## src/rtl/alu_pkg.sv

```systemverilog
// alu_pkg: shared definitions for the ALU execution unit.
//   - alu_op_e     : 4-bit operation codes driven by the ALU controller
//   - state_e      : sequencing states of alu_exec_unit
//   - XLEN_DEFAULT : default datapath width
//   - is_shift_op  : identifies the multi-cycle shift operations
package alu_pkg;

    localparam int XLEN_DEFAULT = 32;
    localparam int SHAMT_W      = 5;

    typedef enum logic [3:0] {
        OP_AND    = 4'b0000,
        OP_OR     = 4'b0001,
        OP_ADD    = 4'b0010,
        OP_SUB    = 4'b0011,
        OP_SLL    = 4'b0100,
        OP_SRL    = 4'b0101,
        OP_SRA    = 4'b0111,
        OP_EQ     = 4'b1000,
        OP_XOR    = 4'b1001,
        OP_PASS_B = 4'b1010,
        OP_SLT    = 4'b1100
    } alu_op_e;

    typedef enum logic [1:0] {
        ST_IDLE  = 2'b00,
        ST_SHIFT = 2'b01,
        ST_DONE  = 2'b10
    } state_e;

    // True for the three shift codes, which are sequenced one bit per cycle.
    function automatic logic is_shift_op(input logic [3:0] op);
        return (op == OP_SLL) || (op == OP_SRL) || (op == OP_SRA);
    endfunction

endpackage

```

## src/rtl/alu_comb.sv

```systemverilog
// alu_comb: purely combinational single-cycle ALU operations.
// Ports:
//   operation : 4-bit operation code
//   a, b      : XLEN-bit operands
//   y         : XLEN-bit result (0 for shift codes and undefined codes;
//               shifts are sequenced by alu_exec_unit)
module alu_comb
    import alu_pkg::*;
#(
    parameter int XLEN = XLEN_DEFAULT
) (
    input  logic [3:0]      operation,
    input  logic [XLEN-1:0] a,
    input  logic [XLEN-1:0] b,
    output logic [XLEN-1:0] y
);

    localparam logic [XLEN-1:0] ONE  = {{(XLEN-1){1'b0}}, 1'b1};
    localparam logic [XLEN-1:0] ZERO = {XLEN{1'b0}};

    // Operation decode; ADD/SUB wrap modulo 2^XLEN with no carry out.
    always_comb begin
        y = ZERO;
        case (operation)
            OP_AND:    y = a & b;
            OP_OR:     y = a | b;
            OP_XOR:    y = a ^ b;
            OP_ADD:    y = a + b;
            OP_SUB:    y = a - b;
            OP_SLT:    y = ($signed(a) < $signed(b)) ? ONE : ZERO;
            OP_EQ:     y = (a == b) ? ONE : ZERO;
            OP_PASS_B: y = b;
            default:   y = ZERO;
        endcase
    end

endmodule

```

## src/rtl/alu_exec_unit.sv

```systemverilog
// alu_exec_unit: ALU execution stage with a valid/ready handshake on both
// sides. Logic/arithmetic ops complete in one cycle through alu_comb; shifts
// are performed serially, one bit position per cycle.
// Ports:
//   clk, rst_n          : clock, asynchronous active-low reset
//   in_valid / in_ready : operation handshake (in_ready only in IDLE)
//   operation, src_a, src_b : operation code and operands (src_b[4:0] = shamt)
//   flush               : synchronous abort of any in-flight operation
//   out_valid / out_ready : result handshake
//   result, zero        : registered result and (result == 0)
module alu_exec_unit
    import alu_pkg::*;
#(
    parameter int XLEN = XLEN_DEFAULT
) (
    input  logic            clk,
    input  logic            rst_n,
    input  logic            in_valid,
    output logic            in_ready,
    input  logic [3:0]      operation,
    input  logic [XLEN-1:0] src_a,
    input  logic [XLEN-1:0] src_b,
    input  logic            flush,
    output logic            out_valid,
    input  logic            out_ready,
    output logic [XLEN-1:0] result,
    output logic            zero
);

    localparam logic [XLEN-1:0] ZERO = {XLEN{1'b0}};

    state_e               state_q, state_d;
    logic                 in_ready_q, in_ready_d;
    logic                 out_valid_q, out_valid_d;
    logic [XLEN-1:0]      result_q, result_d;
    logic                 zero_q, zero_d;
    logic [XLEN-1:0]      work_q, work_d;
    logic [SHAMT_W-1:0]   shamt_q, shamt_d;
    logic [3:0]           shop_q, shop_d;

    logic [XLEN-1:0]      alu_y;
    logic [XLEN-1:0]      stepped;
    logic [SHAMT_W-1:0]   shamt_in;
    logic                 in_is_shift;

    alu_comb #(.XLEN(XLEN)) u_alu_comb (
        .operation (operation),
        .a         (src_a),
        .b         (src_b),
        .y         (alu_y)
    );

    // One-bit shift of the working register in the direction of the held op.
    function automatic logic [XLEN-1:0] shift_one(input logic [3:0] op,
                                                  input logic [XLEN-1:0] v);
        logic [XLEN-1:0] r;
        case (op)
            OP_SLL:  r = {v[XLEN-2:0], 1'b0};
            OP_SRL:  r = {1'b0, v[XLEN-1:1]};
            OP_SRA:  r = {v[XLEN-1], v[XLEN-1:1]};
            default: r = v;
        endcase
        return r;
    endfunction

    assign shamt_in    = src_b[SHAMT_W-1:0];
    assign in_is_shift = is_shift_op(operation);
    assign stepped     = shift_one(shop_q, work_q);

    // State register plus handshake flags; reset leaves the unit ready.
    always_ff @(posedge clk or negedge rst_n) begin
        if (!rst_n) begin
            state_q     <= ST_IDLE;
            in_ready_q  <= 1'b1;
            out_valid_q <= 1'b0;
        end else begin
            state_q     <= state_d;
            in_ready_q  <= in_ready_d;
            out_valid_q <= out_valid_d;
        end
    end

    // Datapath registers: result, zero flag and the serial-shift working set.
    always_ff @(posedge clk or negedge rst_n) begin
        if (!rst_n) begin
            result_q <= ZERO;
            zero_q   <= 1'b1;
            work_q   <= ZERO;
            shamt_q  <= {SHAMT_W{1'b0}};
            shop_q   <= OP_AND;
        end else begin
            result_q <= result_d;
            zero_q   <= zero_d;
            work_q   <= work_d;
            shamt_q  <= shamt_d;
            shop_q   <= shop_d;
        end
    end

    // Next-state logic; flush overrides every other input.
    always_comb begin
        state_d = state_q;
        if (flush) begin
            state_d = ST_IDLE;
        end else begin
            case (state_q)
                ST_IDLE: begin
                    if (in_valid) begin
                        if (in_is_shift && (shamt_in != {SHAMT_W{1'b0}})) begin
                            state_d = ST_SHIFT;
                        end else begin
                            state_d = ST_DONE;
                        end
                    end else begin
                        state_d = ST_IDLE;
                    end
                end
                ST_SHIFT: begin
                    // The counter holds the remaining steps; the last one lands in DONE.
                    if (shamt_q == {{(SHAMT_W-1){1'b0}}, 1'b1}) begin
                        state_d = ST_DONE;
                    end else begin
                        state_d = ST_SHIFT;
                    end
                end
                ST_DONE: begin
                    if (out_ready) begin
                        state_d = ST_IDLE;
                    end else begin
                        state_d = ST_DONE;
                    end
                end
                default: state_d = ST_IDLE;
            endcase
        end
    end

    // Output/datapath logic: handshake flags follow the next state so the
    // outputs come straight from flops; operands are only sampled in IDLE,
    // so later operand changes cannot disturb an in-flight operation.
    always_comb begin
        in_ready_d  = (state_d == ST_IDLE);
        out_valid_d = (state_d == ST_DONE);
        result_d    = result_q;
        zero_d      = zero_q;
        work_d      = work_q;
        shamt_d     = shamt_q;
        shop_d      = shop_q;
        if (flush) begin
            shamt_d = {SHAMT_W{1'b0}};
        end else begin
            case (state_q)
                ST_IDLE: begin
                    if (in_valid) begin
                        if (!in_is_shift) begin
                            result_d = alu_y;
                            zero_d   = (alu_y == ZERO);
                        end else if (shamt_in == {SHAMT_W{1'b0}}) begin
                            result_d = src_a;
                            zero_d   = (src_a == ZERO);
                        end else begin
                            work_d  = src_a;
                            shamt_d = shamt_in;
                            shop_d  = operation;
                        end
                    end else begin
                        result_d = result_q;
                    end
                end
                ST_SHIFT: begin
                    work_d  = stepped;
                    shamt_d = shamt_q - {{(SHAMT_W-1){1'b0}}, 1'b1};
                    if (shamt_q == {{(SHAMT_W-1){1'b0}}, 1'b1}) begin
                        result_d = stepped;
                        zero_d   = (stepped == ZERO);
                    end else begin
                        result_d = result_q;
                    end
                end
                ST_DONE: begin
                    result_d = result_q;
                end
                default: begin
                    shamt_d = {SHAMT_W{1'b0}};
                end
            endcase
        end
    end

    assign in_ready  = in_ready_q;
    assign out_valid = out_valid_q;
    assign result    = result_q;
    assign zero      = zero_q;

endmodule

```

## config.mk

```make
export PLATFORM = sky130hd
export DESIGN_NAME = alu_exec_unit
export DESIGN_NICKNAME = d
export VERILOG_FILES = /design/src/rtl/alu_pkg.sv /design/src/rtl/alu_comb.sv /design/src/rtl/alu_exec_unit.sv
export SDC_FILE = /design/constraint.sdc
export NUM_CORES = 1
export LEC_CHECK = 0
export CAP_MARGIN = 20
export CORE_ASPECT_RATIO = 1.25
export CORE_MARGIN = 2
export CORE_UTILIZATION = 25
export DETAILED_ROUTE_END_ITERATION = 8
export REMOVE_ABC_BUFFERS = 1
export SETUP_SLACK_MARGIN = 0.1
export SYNTH_ARGS = -nofsm -noshare
export SYNTH_HDL_FRONTEND = slang
export SYNTH_SLANG_ARGS = --single-unit
```

## constraint.sdc

```tcl
create_clock -name clk -period 3.97 [get_ports clk]
set_input_delay 0.5955 -clock clk [delete_from_list [all_inputs] [get_ports clk]]
set_output_delay 0.5955 -clock clk [all_outputs]
set_load 0.1 [all_outputs]
```

==> results.sh, run 1 <==
export IMPL_regToRegSetupSlack_ns=0.68
export IMPL_core_sq_um=40220
export IMPL_viasPerCell=5.493
export IMPL_die_h_microns=230.0
export IMPL_critPathBufInv=2
export IMPL_place_gp_congestion=0.9539
export IMPL_rsz0062_at_grt="true"
export IMPL_finalNetCount=1980
export IMPL_vias=12940
export IMPL_yosys_area_top_type_share_pct=18.62
export IMPL_drive_above_1_share_pct=28.43
export IMPL_cp_slowest_cell="clkdlybuf4s50_1"
export IMPL_max_freq_mhz=256.9
export IMPL_r2r_end="zero"
export IMPL_status="completed"
export IMPL_maxCapViolCount=0
export IMPL_whs_ns=0.07027
export IMPL_reg2reg_depth=8
export IMPL_routed_wl_met2_microns=24090
export IMPL_syn_cell_area_sq_um=10210
export IMPL_criticalPathCategory="in -> reg"
export IMPL_grt_first_pass_wirelength_microns=75950
export IMPL_crit_fanout=5
export IMPL_finalCriticalPeriod_ns=3.893
export IMPL_syn_inst=1417
export IMPL_seqPwrFrac_pct=22.8
export IMPL_combinationalPowerShare_pct=58.5
export IMPL_wire_per_inst_microns=21.46
export IMPL_clk_pin_slew_worst_paths_ns=0.06
export IMPL_power_density_nw_per_um2=339.4
export IMPL_overflow=0
export IMPL_wl_microns=50550
export IMPL_synth_top_cells_by_count="144 x nand2_1, 135 x nor2_1, 130 x a21oi_1, 104 x inv_1, 102 x o21ai_0"
export IMPL_cts_tree="built"
export IMPL_grt_pass1_vias=12660
export IMPL_yosys_most_used_dff="dfrtp_1"
export IMPL_ys_warn_count=0
export IMPL_hold_class="in -> async"
export IMPL_setup_viol=0
export IMPL_final_cells=2355
export IMPL_wl_met3_microns=2905
export IMPL_routed_top_layer="met5"
export IMPL_drc=0
export IMPL_area_growth_pct=50.37
export IMPL_dr_pass1_iters=9
export IMPL_synth_cell_types=89
export IMPL_intPower_mw=2.717
export IMPL_worstMarginPinSlew_ns=0.9913
export IMPL_drv_slew=0
export IMPL_grt_max_degree=79
export IMPL_slew_headroom_pct=33.70
export IMPL_critPathMaxStageDelay_ns=0.44
export IMPL_synth_edff_count=0
export IMPL_netSwitchingFraction_pct=47.87
export IMPL_clockBufferDepth=2
export IMPL_cts_max_level=3
export IMPL_rows=82
export IMPL_p_sw_mw=2.495
export IMPL_hold_viol_final=0
export IMPL_track_usage_pct=23.37
export IMPL_fin_skew_ns=0.01100
export IMPL_place_inst=2327
export IMPL_drtIter0Drc=1356
export IMPL_crit_family="simple AND/OR/NAND/NOR gates"
export IMPL_synth_seq_cells=78
export IMPL_syn_area_per_cell_sq_um=7.207
export IMPL_dp_final_hpwl_microns=41040
export IMPL_portBuffers=107
export IMPL_clk_latency_ns=0.36
export IMPL_dieArea_sq_um=42490
export IMPL_synth_most_common_cell="nand2_1"
export IMPL_cp_common_cell="nand4_1"
export IMPL_drt_met1_wl_microns=21080
export IMPL_cts_buffers=9
export IMPL_synthTopCellsByArea="dfrtp_1 19%, ha_1 12%, a21oi_1 6.4%"
export IMPL_cts_hold_buffers=0
export IMPL_die_w_microns=184.8
export IMPL_nFillCells=4258
export IMPL_synth_top_cell_by_area="dfrtp_1"
export IMPL_cp_cell_sequence="clkdlybuf4s50_1 -> buf_4 -> ha_1 -> or3_1 -> o31a_1 -> a31o_1 -> a311oi_2 -> or3b_4 -> a2111oi_4 -> nand4_1 -> nor4_2 -> nand4_1 -> o41ai_2"
export IMPL_cts_root_buf="clkbuf_16"
export IMPL_layout_worst_path_cycle_share_pct=98.06
export IMPL_crit_reg2reg_launch="shop_q[3]"
export IMPL_setup_worst_path_start_class="primary input"
export IMPL_ant_nets=0
export IMPL_crit_path_end_kind="register"
export IMPL_vdd_drop_max_mv=0.2817
export IMPL_antenna_found_initial=2
export IMPL_initial_core_util_pct=25.39
export IMPL_arrival_ns=4.16
export IMPL_async_reset_ff_share_pct=100.0
export IMPL_clockPowerShare_pct=18.7
export IMPL_cp_required_ns=4.24
export IMPL_cts_num_sinks=78
export IMPL_p_leak_nw=6.910
export IMPL_ys_seq_area_share_pct=19.14
export IMPL_ios=108
## cell type report
| type | instances | area, sq um | area share, % |
|---|---|---|---|
| clock inverters | 6 | 111.4 | 0.7252 |
| repair buffers | 475 | 3895 | 25.36 |
| flip-flops and latches | 78 | 1954 | 12.73 |
| clock buffers | 9 | 225.2 | 1.467 |
| diodes | 1 | 2.502 | 0.01630 |
| multi-input cells | 1135 | 8090 | 52.68 |
| inverters | 105 | 394.1 | 2.567 |
| well taps | 546 | 683.2 | 4.449 |
## registers in the layout (all words and copies together) (netlist names)
name       flops
in_ready       1
out_valid      1
result        32
shamt_q        5
shop_q         4
state_q        2
work_q        32
zero           1
## worst max-delay path by stage
stage            startpoint    to  cells after the start
4_1_cts            src_a[8]  zero                     17
3_3_place_gp       src_a[0]  zero                     18
6_report           src_a[5]  zero                     13
5_1_grt            src_a[9]  zero                     16
3_5_place_dp       src_a[0]  zero                     18
2_1_floorplan  operation[1]  zero                     11
## metrics by stage
step | util (%) | power (mW) | TNS [ns] | instance area [sq um] | setup WS, ns
final | 38.18 | 5.212 | 0 | 15360 | 0.07708
after global placement | 35.66 | 4.058 | -9.362 | 14340 | -0.9859
after detailed placement | 35.66 | 4.075 | -10.01 | 14340 | -0.9612
after global routing | 38.18 | 5.468 | -0.1108 | 15350 | -0.1108
after CTS | 37.17 | 5.110 | 0 | 14950 | 0.02854
after floorplan | - | 2.843 | -6.326 | 9817 | -0.5631
## cell families (layout without fill, tap and decap cells)
family	count (synthesis)	after routing	share of synthesized area, %
fa+ha+maj	103	103	12.77
buf+inv	204	595	7.731
simple gates	487	487	23.12
compound gates	520	520	34.83
other cells	0	1	0
mux	16	16	1.642
flops	78	78	19.14
xor+xnor	9	9	0.7719
## cells in the final DEF, fill, tap and decap left out, types with 8 or more instances in the layout
| cell type | count |
|---|---|
| a211oi_2 | 8 |
| dlymetal6s2s_1 | 9 |
| or3_1 | 16 |
| nand4_1 | 22 |
| clkdlybuf4s50_1 | 86 |
| a21o_1 | 26 |
| o22ai_1 | 10 |
| dfrtp_1 | 76 |
| nor2b_1 | 13 |
| a211oi_1 | 26 |
| o211ai_1 | 19 |
| a22oi_1 | 15 |
| inv_1 | 96 |
| nor3_1 | 27 |
| nor2_1 | 128 |
| and3_1 | 9 |
| clkbuf_16 | 9 |
| nand3_1 | 22 |
| o31ai_1 | 20 |
| and2_1 | 10 |
| o21ai_0 | 94 |
| a31oi_1 | 12 |
| nand2b_1 | 20 |
| nor4_1 | 16 |
| ha_4 | 10 |
| inv_2 | 8 |
| a222oi_1 | 27 |
| mux2i_1 | 9 |
| o21bai_1 | 9 |
| a21oi_1 | 122 |
| ha_1 | 85 |
| buf_4 | 362 |
| a221o_1 | 10 |
| nand2_1 | 142 |
## power groups by stage
stage / Combinational, mW / Clock [mW] / Sequential, mW
finish: 3.05 / 0.973 / 1.19
CTS: 2.94 / 0.984 / 1.19
detailed placement: 2.88 / 0 / 1.20
global route: 3.24 / 1.02 / 1.22
global placement: 2.86 / 0 / 1.19
floorplan: 1.08 / 0 / 1.76
## per-layer routing
layer | up-vias | GRT usage (%)
met1 | 6253 | 29.21
met5 | - | 0
met4 | 2 | 10.39
li1 | 6027 | -
met3 | 120 | 2.566
met2 | 534 | 40.17
## timing repair
item                       CTS  global route
setup endpoints to repair   16            12
pin swaps                   21            20
gates resized for setup     66            87
buffers inserted             6             5
Power figures use the tool's default switching activity.
==> run 2: changes to the inputs <==
--- a/config.mk
+++ b/config.mk
@@ -7,9 +7,9 @@
 export LEC_CHECK = 0
 export CAP_MARGIN = 20
 export CORE_ASPECT_RATIO = 1.25
-export CORE_MARGIN = 2
 export CORE_UTILIZATION = 25
 export DETAILED_ROUTE_END_ITERATION = 8
+export DONT_BUFFER_PORTS = 1
 export REMOVE_ABC_BUFFERS = 1
 export SETUP_SLACK_MARGIN = 0.1
 export SYNTH_ARGS = -nofsm -noshare
==> results.sh, run 2 (synthesis gave the netlist of run 1 again) <==
export IMPL_vdd_drop_max_mv=0.2481
export IMPL_rows=82
export IMPL_dieArea_sq_um=41670
export IMPL_cts_root_buf="clkbuf_16"
export IMPL_fin_area_sq_um=11670
export IMPL_whs_ns=0.07894
export IMPL_wire_per_inst_microns=22.93
export IMPL_final_cell_mix="144 x nand2_1, 133 x nor2_1, 129 x a21oi_1, 104 x inv_1, 102 x o21ai_0"
export IMPL_pre_cts_ws_ns=-0.1210
export IMPL_finalNetCount=1606
export IMPL_clk_latency_ns=0.36
export IMPL_crit_reg2reg_launch="shop_q[3]"
export IMPL_cp_cell_sequence="inv_1 -> ha_1 -> nor3_2 -> nand2b_1 -> a21oi_2 -> a311oi_1 -> buf_4 -> o21ai_2 -> o21ai_0 -> a221oi_1 -> o21ai_0 -> buf_4 -> nor4_2 -> nand4_1 -> o41ai_2"
export IMPL_cp_slowest_cell="ha_1"
export IMPL_mostFrequentLayoutCell="nand2_1"
export IMPL_dp_final_hpwl_microns=35270
export IMPL_rsz0062_at_grt="false"
export IMPL_grt_pass1_vias=11160
export IMPL_fin_skew_ns=0.003198
export IMPL_track_usage_pct=21.19
export IMPL_r2r_end="zero"
export IMPL_critPathMaxStageDelay_ns=0.40
export IMPL_seqPwrFrac_pct=41.9
export IMPL_path_depth=15
export IMPL_initial_core_util_pct=25.39
export IMPL_drv_slew=0
export IMPL_cts_num_sinks=78
export IMPL_setup_worst_path_start_class="primary input"
export IMPL_clockBufferDepth=2
export IMPL_critPathBufInv=3
export IMPL_drive_above_1_share_pct=11.29
export IMPL_max_freq_mhz=274.3
export IMPL_viasPerCell=5.835
export IMPL_cts_tree="built"
export IMPL_maxCapViolCount=0
export IMPL_power_density_nw_per_um2=369.7
export IMPL_netSwitchingFraction_pct=51.97
export IMPL_crit_family="compound AO/OA/AOI/OAI gates"
export IMPL_layout_worst_path_cycle_share_pct=91.84
export IMPL_drc=0
export IMPL_cts_max_level=3
export IMPL_criticalPathCategory="in -> reg"
export IMPL_hold_class="in -> async"
export IMPL_setup_viol=0
export IMPL_hold_viol_final=0
export IMPL_reg2reg_depth=8
export IMPL_p_leak_nw=5.019
export IMPL_area_growth_pct=14.24
export IMPL_finalCriticalPeriod_ns=3.646
export IMPL_core_sq_um=40220
export IMPL_regToRegSetupSlack_ns=0.75
export IMPL_ios=108
export IMPL_clk_pin_slew_worst_paths_ns=0.06
export IMPL_crit_path_end_kind="register"
export IMPL_post_route_util_pct=29.01
export IMPL_overflow=0
export IMPL_die_h_microns=228.0
export IMPL_combinationalPowerShare_pct=39.5
export IMPL_ant_nets=0
export IMPL_portBuffers=0
export IMPL_nFillCells=4432
export IMPL_num_antenna_cells=0
export IMPL_arrival_ns=3.91
export IMPL_worstMarginPinSlew_ns=1.159
export IMPL_p_sw_mw=2.241
export IMPL_wl_microns=45430
export IMPL_status="completed"
export IMPL_grt_max_degree=77
export IMPL_vias=11560
export IMPL_grt_first_pass_wirelength_microns=67830
export IMPL_clockPowerShare_pct=18.6
export IMPL_place_area_sq_um=11320
export IMPL_cts_buffers=9
export IMPL_finalWorstSetupSlack_ns=0.3238
export IMPL_cp_required_ns=4.23
export IMPL_power_mw=4.313
export IMPL_die_w_microns=182.8
export IMPL_place_gp_congestion=0.9834
export IMPL_crit_fanout=8
export IMPL_slew_headroom_pct=22.11
export IMPL_drtIter0Drc=1154
export IMPL_intPower_mw=2.071
export IMPL_dr_pass1_iters=7
export IMPL_antenna_found_initial=0
## run 2: changes by cell type in the layout (fill, tap and decap cells not counted), sizes merged
cell,before,now
clkdlybuf4s15,1,0
diode,1,0
clkinvlp,1,2
dlygate4sd2,6,0
clkdlybuf4s50,86,0
clkbuf,13,11
inv,104,105
dlymetal6s2s,9,0
buf,369,101
bufinv,3,0
## run 2: how the worst max path moves through the flow
stage / slack (ns) / to / startpoint
final: 0.32 / zero / src_b[3]
after detailed placement: -0.12 / zero / src_a[0]
after global placement: -0.06 / zero / src_b[3]
after CTS: 0.23 / zero / src_a[0]
after global routing: 0.13 / zero / src_a[0]
after floorplan: -0.56 / zero / operation[1]
## run 2: timing repair
item                       CTS  global route
resized for setup            0             8
hold buffers                 1             0
setup endpoints to repair    0             2
buffers inserted             0             1
hold endpoints to repair    76             0
## run 2: routing by layer
metal  global-route usage [%]  part of all wire (%)  vias to the layer above
met3                    4.901                   9.2                      130
li1                         -                     -                     5287
met5                        0                     0                        -
met1                    24.50                    38                     5572
met4                    12.73                   5.5                        0
met2                    35.39                    47                      570
## run 2: power by group through the flow
| stage | clock network (mW) | logic [mW] | registers [mW] |
|---|---|---|---|
| after floorplan | 0 | 1.08 | 1.76 |
| after global placement | 0 | 1.62 | 1.81 |
| after detailed placement | 0 | 1.63 | 1.81 |
| after CTS | 0.814 | 1.66 | 1.80 |
| after global routing | 0.840 | 1.85 | 1.83 |
| final | 0.803 | 1.70 | 1.81 |
## run 2: area by class of cell
| cell class | count | area (sq um) | share of cell area [%] |
|---|---|---|---|
| Clock buffer | 11 | 242.7 | 2.081 |
| Timing Repair Buffer | 101 | 790.8 | 6.778 |
| Inverter | 105 | 394.1 | 3.378 |
| Clock inverter | 5 | 33.78 | 0.2896 |
| Sequential cell | 78 | 1954 | 16.75 |
| Tap cell | 546 | 683.2 | 5.856 |
| Multi-Input combinational cell | 1135 | 7567 | 64.86 |
## run 2: stage by stage
step / TNS (ns) / instances
after floorplan: -6.326 / 1318
after global placement: -0.05814 / 1963
after detailed placement: -0.1210 / 1963
after CTS: 0 / 1980
after global routing: 0 / 1981
final: 0 / 1981
